`config.mk`:
```
export PLATFORM = sky130hd
export DESIGN_NAME = multicycle_controller
export DESIGN_NICKNAME = d
export VERILOG_FILES = /design/src/rtl/multicycle_controller.sv
export SDC_FILE = /design/constraint.sdc
export NUM_CORES = 1
export LEC_CHECK = 0
export BUFFER_PORTS_ARGS = -buffer_cell sky130_fd_sc_hd__buf_2
export CAP_MARGIN = 30
export CORE_ASPECT_RATIO = 1.25
export CORE_MARGIN = 2
export CORE_UTILIZATION = 35
export CTS_CLUSTER_DIAMETER = 120
export CTS_CLUSTER_SIZE = 30
export DETAILED_ROUTE_END_ITERATION = 10
export GPL_TIMING_DRIVEN = 0
export PLACE_DENSITY = 0.68
export SYNTH_ARGS = -nofsm -noshare
export SYNTH_HDL_FRONTEND = slang
export SYNTH_SLANG_ARGS = --single-unit
```
`constraint.sdc`:
```
create_clock -name clk -period 1.85 [get_ports clk]
set_input_delay 0.37 -clock clk [delete_from_list [all_inputs] [get_ports clk]]
set_output_delay 0.37 -clock clk [all_outputs]
set_load 0.05 [all_outputs]
```
`src/rtl/multicycle_controller.sv`:
```
// Control FSM for a multi-cycle MIPS datapath with one shared memory and one ALU.
// Ports: clk, reset (sync, active-low), op/funct/zero/mem_ready in; datapath controls out.
// Optional: define MC_ILLEGAL_TRAP_EN to halt on unsupported op/funct and raise illegal.
module multicycle_controller (
  input  logic       clk,
  input  logic       reset,
  input  logic [5:0] op,
  input  logic [5:0] funct,
  input  logic       zero,
  input  logic       mem_ready,
  output logic       mem_req,
  output logic       mem_we,
  output logic       iord,
  output logic       irwrite,
  output logic       pcen,
  output logic [1:0] pcsrc,
  output logic       alusrca,
  output logic [1:0] alusrcb,
  output logic [2:0] alucontrol,
  output logic       regwrite,
  output logic       regdst,
  output logic       memtoreg,
  output logic       lui,
  output logic       ori,
  output logic       illegal
);

  typedef enum logic [3:0] {
    S_FETCH, S_DECODE, S_MEMADR, S_MEMRD, S_MEMWB,
    S_MEMWR, S_EXEC, S_ALUWB, S_BRANCH, S_IMMEX,
    S_IMMWB, S_JUMP, S_HALT
  } state_t;

  localparam logic [5:0] OP_RT    = 6'b000000;
  localparam logic [5:0] OP_LW    = 6'b100011;
  localparam logic [5:0] OP_SW    = 6'b101011;
  localparam logic [5:0] OP_BEQ   = 6'b000100;
  localparam logic [5:0] OP_BNE   = 6'b000101;
  localparam logic [5:0] OP_ADDIU = 6'b001001;
  localparam logic [5:0] OP_ORI   = 6'b001101;
  localparam logic [5:0] OP_LUI   = 6'b001111;
  localparam logic [5:0] OP_J     = 6'b000010;

  state_t state, next;
  state_t bad_next;
  logic [2:0] rfunc;
  logic       funct_ok;

`ifdef MC_ILLEGAL_TRAP_EN
  assign bad_next = S_HALT;
  assign illegal  = reset && (state == S_HALT);
`else
  assign bad_next = S_FETCH;
  assign illegal  = 1'b0;
`endif

  always_ff @(posedge clk) begin
    if (!reset) state <= S_FETCH;
    else        state <= next;
  end

  // R-type ALU op; the IR is stable, so ALUWB re-decodes the same value.
  always_comb begin
    rfunc    = 3'b000;
    funct_ok = 1'b1;
    case (funct)
      6'b100001: rfunc = 3'b010;
      6'b100011: rfunc = 3'b110;
      6'b100100: rfunc = 3'b000;
      6'b100101: rfunc = 3'b001;
      6'b101011: rfunc = 3'b111;
      default:   funct_ok = 1'b0;
    endcase
  end

  always_comb begin
    next       = state;
    mem_req    = 1'b0;
    mem_we     = 1'b0;
    iord       = 1'b0;
    irwrite    = 1'b0;
    pcen       = 1'b0;
    pcsrc      = 2'b00;
    alusrca    = 1'b0;
    alusrcb    = 2'b00;
    alucontrol = 3'b000;
    regwrite   = 1'b0;
    regdst     = 1'b0;
    memtoreg   = 1'b0;
    lui        = 1'b0;
    ori        = 1'b0;
    unique case (state)
      S_FETCH: begin
        mem_req    = 1'b1;
        alusrcb    = 2'b01;
        alucontrol = 3'b010;
        if (mem_ready) begin
          irwrite = 1'b1;
          pcen    = 1'b1;
          next    = S_DECODE;
        end
      end
      S_DECODE: begin
        alusrcb    = 2'b11;
        alucontrol = 3'b010;
        case (op)
          OP_LW, OP_SW:              next = S_MEMADR;
          OP_RT:                     next = S_EXEC;
          OP_BEQ, OP_BNE:            next = S_BRANCH;
          OP_ADDIU, OP_ORI, OP_LUI:  next = S_IMMEX;
          OP_J:                      next = S_JUMP;
          default:                   next = bad_next;
        endcase
      end
      S_MEMADR: begin
        alusrca    = 1'b1;
        alusrcb    = 2'b10;
        alucontrol = 3'b010;
        next       = (op == OP_SW) ? S_MEMWR : S_MEMRD;
      end
      S_MEMRD: begin
        mem_req = 1'b1;
        iord    = 1'b1;
        if (mem_ready) next = S_MEMWB;
      end
      S_MEMWB: begin
        regwrite = 1'b1;
        memtoreg = 1'b1;
        next     = S_FETCH;
      end
      S_MEMWR: begin
        mem_req = 1'b1;
        mem_we  = 1'b1;
        iord    = 1'b1;
        if (mem_ready) next = S_FETCH;
      end
      S_EXEC: begin
        alusrca    = 1'b1;
        alucontrol = rfunc;
        next       = funct_ok ? S_ALUWB : bad_next;
      end
      S_ALUWB: begin
        regwrite   = 1'b1;
        regdst     = 1'b1;
        alucontrol = rfunc;
        next       = S_FETCH;
      end
      S_BRANCH: begin
        alusrca    = 1'b1;
        alucontrol = 3'b110;
        pcsrc      = 2'b01;
        pcen       = (op == OP_BNE) ? ~zero : zero;
        next       = S_FETCH;
      end
      S_IMMEX, S_IMMWB: begin
        if (op == OP_LUI) begin
          lui = 1'b1;
        end else begin
          alusrca    = 1'b1;
          alusrcb    = 2'b10;
          ori        = (op == OP_ORI);
          alucontrol = (op == OP_ORI) ? 3'b001 : 3'b010;
        end
        regwrite = (state == S_IMMWB);
        next     = (state == S_IMMEX) ? S_IMMWB : S_FETCH;
      end
      S_JUMP: begin
        pcen  = 1'b1;
        pcsrc = 2'b10;
        next  = S_FETCH;
      end
      S_HALT: begin
`ifdef MC_ILLEGAL_TRAP_EN
        next = S_HALT;
`else
        next = S_FETCH;
`endif
      end
      default: next = S_FETCH;
    endcase
    if (!reset) begin
      next       = S_FETCH;
      mem_req    = 1'b0;
      mem_we     = 1'b0;
      iord       = 1'b0;
      irwrite    = 1'b0;
      pcen       = 1'b0;
      pcsrc      = 2'b00;
      alusrca    = 1'b0;
      alusrcb    = 2'b00;
      alucontrol = 3'b000;
      regwrite   = 1'b0;
      regdst     = 1'b0;
      memtoreg   = 1'b0;
      lui        = 1'b0;
      ori        = 1'b0;
    end
  end

endmodule
```
Word level (Yosys, flattened, before mapping)
Index checks and enable logic that the tools add are counted.
{"block": "totals", "register_bits": 4, "wordCells": 89, "in_bits": 16, "output_inout_bits": 19}
{"block": "op_classes", "reduce_logical": 14, "bitwise_logic": 1, "n_mux": 46, "n_eq_ne": 27}
{"operator": "$eq 6x6->1 const B", "count": 7}
{"operator": "$pmux 4 s7", "count": 1}
{"operator": "$mux 1", "count": 25}
{"operator": "$pmux 3 s4", "count": 2}
{"operator": "$pmux 4 s5", "count": 1}
{"operator": "$eq 6x4->1 const B", "count": 3}
{"operator": "$eq 4x3->1 const B", "count": 4}
{"operator": "$eq 4x4->1 const B", "count": 4}
{"operator": "$mux 4", "count": 4}
{"operator": "$eq 6x3->1 const B", "count": 2}
{"operator": "$reduce_or 2->1", "count": 6}
{"operator": "$reduce_or 3->1", "count": 4}
{"operator": "$mux 2", "count": 5}
{"operator": "$mux 3", "count": 3}
{"operator": "$eq 4x2->1 const B", "count": 2}
{"operator": "$pmux 2 s4", "count": 1}
{"operator": "$eq 6x2->1 const B", "count": 1}
{"operator": "$logic_not 6->1", "count": 1}
{"operator": "$ne 2x2->1 const B", "count": 3}
{"operator": "$reduce_or 5->1", "count": 1}
{"operator": "$eq 4x1->1 const B", "count": 1}
{"operator": "$logic_not 4->1", "count": 1}
{"operator": "$pmux 1 s2", "count": 2}
{"operator": "$pmux 2 s2", "count": 1}
{"operator": "other kinds (3)", "count": 3}

Logic depth before layout (Yosys ltp)
Gate-level depths: netlist of run 1.
{"block": "depth", "ltp_word": 5, "depth_mapped": 6, "ltp_nobuf": 5}

Least setup slack after synthesis of run 1
OpenSTA, ideal clock, no wires.
{"block": "synth_path", "kind": "register to output", "start": "register state[3]", "end": "output memtoreg", "path_buffers": 2, "t_required_ns": 1.480, "path_stages_with_launch": 4, "t_arrival_ns": 2.314, "path_slack_ns": -0.834, "path_cell_list": "dfxtp_1 -> buf_2 -> buf_2 -> nor4b_1"}
{"block": "synth_between", "elab_chain_cells": 3}
{"element": "from (decl)", "line_no": "44", "rtl": "state_t state, next;"}
{"element": "from (signal assigned)", "line_no": "59", "rtl": "else state <= next;"}
{"element": "$eq 4x3->1", "line_no": "92", "rtl": "unique case (state)"}
{"element": "$mux 1", "line_no": "92"}
{"element": "$mux 1", "line_no": "181", "rtl": "if (!reset) begin"}
{"element": "to (decl)", "line_no": "22", "rtl": "output logic memtoreg,"}
No other way between the ends.

Worst setup path after layout of run 1
{"block": "layout_path", "start": "register state[3]", "end": "output alucontrol[0]"}
{"block": "layout_between", "elab_chain_cells": 4, "word_cells_on_any_way": 13}
{"element": "$eq 4x1->1 (tied with other cells)", "line_no": "92"}
{"element": "$reduce_or 3->1 (no line) (tied with other cells)"}
{"element": "$pmux 3 s4 (*)", "line_no": "92"}
{"element": "$mux 3 (*)", "line_no": "181"}
{"element": "to (decl)", "line_no": "19", "rtl": "output logic [2:0] alucontrol,"}
Mark *: on every way between the ends. The rest lies on a longest branch, timed or not.

==> metrics.yaml, run 1 <==
status: "finished with violations"
violations: "negative setup slack"
use_met1_pct: 27.13
skew_ns: 0.0002379
cts_tree: "yes"
grt_overflow: 0
hold_slack_ns: 0.5415
grt_pass1_wl_um: 4836
yosysTopAreaCell: "dfxtp_1"
io_buffers: 33
setup_viol_count_final: 4
cts_hold_buf: 0
worstPathCellList: "buf_6 > nand4_1 > nor4_2 > nor2_1 > nor2_2 > buf_6"
max_flop_register: "state"
critPathLaunchType: "flop"
antenna_found_initial: 0
path_clk_slew_ns: 0.03
routed_wirelength_um: 2999
holdCritPathClass: "input pin to flop"
synth-edff-count: 0
power.leakage_nw: 0.5922
final_common_cell: "buf_4"
die_x_um: 46.48
min_period_ns: 1.923
cp_slowest_cell: "dfxtp_4"
fillers: 172
clkSinkCount: 4
drv_slew: 0
grt_use_total_pct: 24.29
cp_max_fo: 6
cp.arrival_ns: 1.55
grt_use_met3_pct: 4.114
grt_use_met2_pct: 42.46
numCtsBuffers: 3
fmax_ghz: 0.5199
areaGrowthSynthToFinish_pct: 75.75
synthTopCellsByArea: "dfxtp_1 (10%), nor2_1 (8.1%), nor3_1 (5.7%)"
initial_core_util_pct: 36.50
diodes: 0
synth_flop_cell: "dfxtp_1"
place.gp.congestion: 0.8268
htree_num_levels: 1
rsz0062_at_grt: "true"
cts_root_buf: "clkbuf_4"
final_nets: 195
powerDensity_nw_per_um2: 298.8
largest_register_ffs: 4
ant_nets: 0
placed_cells: 188
drive_gt1_share_pct: 53.67
syn_nets: 140
worst_skew_pair.late_latency_ns: 0.23
vias_per_cell: 5.639
dr.first_iter.drc_count: 37
cp_common_cell: "buf_6"
synth.distinct_cells: 41
layout_setup_ws_ns: -0.07333
path_class: "flop to primary output"
wl_per_cell_um: 14.42
top_regs: "state: 4 flops"
syn_avg_cell_area_um2: 6.367
io_pins: 35
dp_hpwl_um: 1962
drtPass1Iterations: 4
reg2reg_slack_ns: 0.40
fp.dieArea_um2: 2654
via_count: 1173
final_cell_mix: "buf_4 (23), buf_2 (20), nor2_1 (13)"
num_rows: 19
yosys_warnings: 0
clockBufferDepth: 2
synth_top_area_share_pct: 10.14
hold_viol_final: 0
final_cells: 208
syn_inst: 124
maxCapViolCount: 0
ys_async_sr_fraction_pct: 0
cp_slowest_stage_delay_ns: 0.37
cp.required_ns: 1.48
drc: 0
cp-end-kind: "primary output"
ir_worst_vdd_mv: 0.2477
pre_cts_slack_ns: -0.1972
die_y_um: 57.10
grt-busiest-layer: "met2"
syn_area_um2: 789.5
grt_max_degree: 11
yosysSeqAreaShare_pct: 10.14
finalCritPeriodShare_pct: 104.0
grt_pass1_vias: 1131
ys_ff_latch: 4
design.core.area_um2: 2163
## cells in the mapped netlist, drive strengths merged (2+ instances only)
cell    instances
a31oi           2
and2            2
a21oi           7
nor3            9
nand4           6
nand3           4
buf             8
nand4b          3
dfxtp           4
nor4            3
inv             3
mux2i           2
nand3b          4
o21ai           2
nor2b           7
nand2          11
nor2           17
xor2            2
a211oi          3
nand2b          7
o22ai           2
## final cells by class
class	instances	area (um2)	share of cell area, %
Multi-Input combinational cell	108	788.3	56.81
Timing Repair Buffer	51	351.6	25.34
Sequential cell	4	95.09	6.853
Clock buffer	3	22.52	1.623
Inverter	3	11.26	0.8115
Buffer	8	80.08	5.771
Tap cell	31	38.79	2.795
## routing by layer
| metal | up-vias | routed length, um |
|---|---|---|
| met3 | 10 | 127 |
| met1 | 557 | 1194 |
| met4 | 0 | 68 |
| met5 | - | 0 |
| li1 | 565 | - |
| met2 | 41 | 1610 |
## stage by stage
| stage | area [um2] | utilization (%) | power (mW) | setup TNS (ns) |
|---|---|---|---|---|
| 6_report | 1388 | 64.14 | 0.4146 | -0.1656 |
| 5_1_grt | 1388 | 64.14 | 0.4491 | -0.5097 |
| 4_1_cts | 1354 | 62.58 | 0.4062 | -0.06546 |
| 3_5_place_dp | 1046 | 48.35 | 0.2721 | -0.5818 |
| 3_3_place_gp | 1046 | 48.35 | 0.2690 | -0.5378 |
| 2_1_floorplan | 842.1 | - | 0.2144 | -0.2477 |
## power by group
group	switching (mW)	internal [mW]	total, mW
logic	0.136	0.0819	0.217
clock network	0.0305	0.0722	0.103
registers	0.00829	0.0861	0.0944
total	0.174	0.240	0.415
## repair_timing
action                                  4_1_cts  5_1_grt
pin swaps                                    12        9
gates cloned                                  1        0
buffers inserted                             16        1
gates resized for setup                      48       16
endpoints found under the setup margin       15       17
## worst paths after layout
| check | start | end | cells past startpoint |
|---|---|---|---|
| setup / recovery | state[3]$_SDFFE_PN0P_ | alucontrol[0] | 6 |
| hold / removal | reset | state[3]$_SDFFE_PN0P_ | 3 |
| setup reg to reg | state[1]$_SDFFE_PN0P_ | state[1]$_SDFFE_PN0P_ | 6 |
| hold reg to reg | state[0]$_SDFFE_PN0P_ | state[3]$_SDFFE_PN0P_ | 2 |
## kinds of logic (layout without fill, tap and decap cells)
kind of cell | count (synthesis) | count (layout) | synth area share [%]
and+or+nand+nor | 79 | 79 | 55.47
DFF | 4 | 4 | 10.14
buffers and inverters | 12 | 65 | 7.606
other | 1 | 1 | 0.4750
AOI/OAI and AO/OA | 24 | 24 | 21.55
xor gates and xnor gates | 2 | 2 | 2.219
muxes | 2 | 2 | 2.536
## critical path: cells and delay by family (launching register included)
kind	cells	cell delay, ns
flops	1	0.37
simple gates	4	0.67
buf+inv	2	0.28
Note: power is estimated with default switching activity, not from simulation.
==> run 2, diff against run 1 <==
Settings changed: CTS_CLUSTER_DIAMETER 120 to default, PLACE_DENSITY 0.68 to default, PLACE_DENSITY_LB_ADDON from default to 0.3.
==> run 2 against run 1 <==
  * The flow still finishes with violations (negative setup slack)
  * Setup slack got worse by 0.0037 ns
  * Non-clock buffer count rose by 4
  * Via count up 1.1%
  * Sequential share of layout area shrank 0.31 points
  * Count of clock-buffer cells in the layout unchanged
  * Power increased by 4.0%
==> metrics.yaml, run 2 (synthesis gave the netlist of run 1 again) <==
final_cell_mix: "buf_4 (24), buf_2 (18), nor2_1 (12)"
die_y_um: 57.10
pre_cts_slack_ns: -0.1711
place.gp.congestion: 0.8986
die_x_um: 46.48
cts_hold_buf: 0
total_power_mw: 0.4313
cts_tree: "yes"
drive_gt1_share_pct: 53.59
cp.arrival_ns: 1.56
worst_skew_pair.late_latency_ns: 0.23
ir_worst_vdd_mv: 0.3271
antenna_found_initial: 0
largest_register_ffs: 4
drv_slew: 0
setup_viol_count_final: 7
timing.rr.start: "state[3]$_SDFFE_PN0P_"
rsz0062_at_grt: "true"
final_util_pct: 67.15
hold_depth: 2
cp-end-kind: "primary output"
drtPass1Iterations: 4
diodes: 0
violations: "negative setup slack"
ant_nets: 0
hold_viol_final: 0
routed_wirelength_um: 3213
cp_max_fo: 8
final_common_cell: "buf_4"
num_rows: 19
numCtsBuffers: 3
critPathLaunchType: "flop"
dr.first_iter.drc_count: 33
final_cells: 212
max_flop_register: "state"
dp_hpwl_um: 1961
placed_cells: 188
status: "finished with violations"
layout_setup_ws_ns: -0.07702
fin_tns_setup_ns: -0.2649
grt_max_degree: 11
powerDensity_nw_per_um2: 296.9
fp.dieArea_um2: 2654
via_count: 1186
io_pins: 35
skew_ns: 0.0009639
wl_per_cell_um: 15.16
htree_num_levels: 1
path_class: "flop to primary output"
initial_core_util_pct: 36.50
reg2reg_depth: 6
vias_per_cell: 5.594
hp-start: "state[0]$_SDFFE_PN0P_"
fin_area_um2: 1453
grt_pass1_vias: 1079
grt_use_total_pct: 22.86
min_period_ns: 1.927
grt_pass1_wl_um: 4567
path_clk_slew_ns: 0.04
placed_area_um2: 1046
maxCapViolCount: 0
io_buffers: 33
holdCritPathClass: "flop to flop"
top_regs: "state: 4 flops"
design.core.area_um2: 2163
fillers: 161
power.leakage_nw: 0.6171
final_nets: 199
cp.required_ns: 1.48
grt_overflow: 0
finalCritPeriodShare_pct: 104.2
areaGrowthSynthToFinish_pct: 83.99
clkSinkCount: 4
hold_slack_ns: 0.5616
fmax_ghz: 0.5189
cts_root_buf: "clkbuf_4"
drc: 0
cp-startpoint: "state[2]$_SDFFE_PN0P_"
clockBufferDepth: 2
## run 2: area by class of cell
class                           count  area (um2)  share of cell area, %
Buffer                              8       82.58                  5.685
Clock buffer                        3       22.52                  1.550
Inverter                            3       11.26                 0.7752
Multi-Input combinational cell    108       792.0                  54.52
Sequential cell                     4       95.09                  6.546
Tap cell                           31       38.79                  2.670
Timing Repair Buffer               55       410.4                  28.25
## run 2: repair_timing
action / in CTS / in global routing
buffers inserted: 7 / 15
setup endpoints to repair: 15 / 16
pin swaps: 13 / 13
resized for setup: 44 / 24
## run 2: final timing paths
path | to | slack (ns)
worst max-delay path | alucontrol[1] | -0.08
worst min-delay path | state[3]$_SDFFE_PN0P_ | 0.56
worst max register to register | state[1]$_SDFFE_PN0P_ | 0.34
worst min register to register | state[3]$_SDFFE_PN0P_ | 0.56
## run 2: routing by layer
metal	global-route usage, %	vias to the layer above	part of all wire (%)
met5	0	-	0
met4	10.20	0	1.8
met3	2.532	10	5.7
met2	40.87	55	54
met1	25.73	551	38
li1	-	570	-
## run 2: worst max-delay path, stage by stage (launching register included)
cell       delay, ns
dfxtp_4         0.37
buf_8           0.13
a22oi_2         0.19
nand2_2         0.12
nor3_4          0.21
o2bb2ai_2       0.13
buf_6           0.17
## run 2: power by group
group	internal (mW)	total (mW)	switching (mW)
Clock	0.0726	0.108	0.0358
Combinational	0.0892	0.229	0.140
Sequential	0.0860	0.0934	0.00740
Total	0.248	0.431	0.184
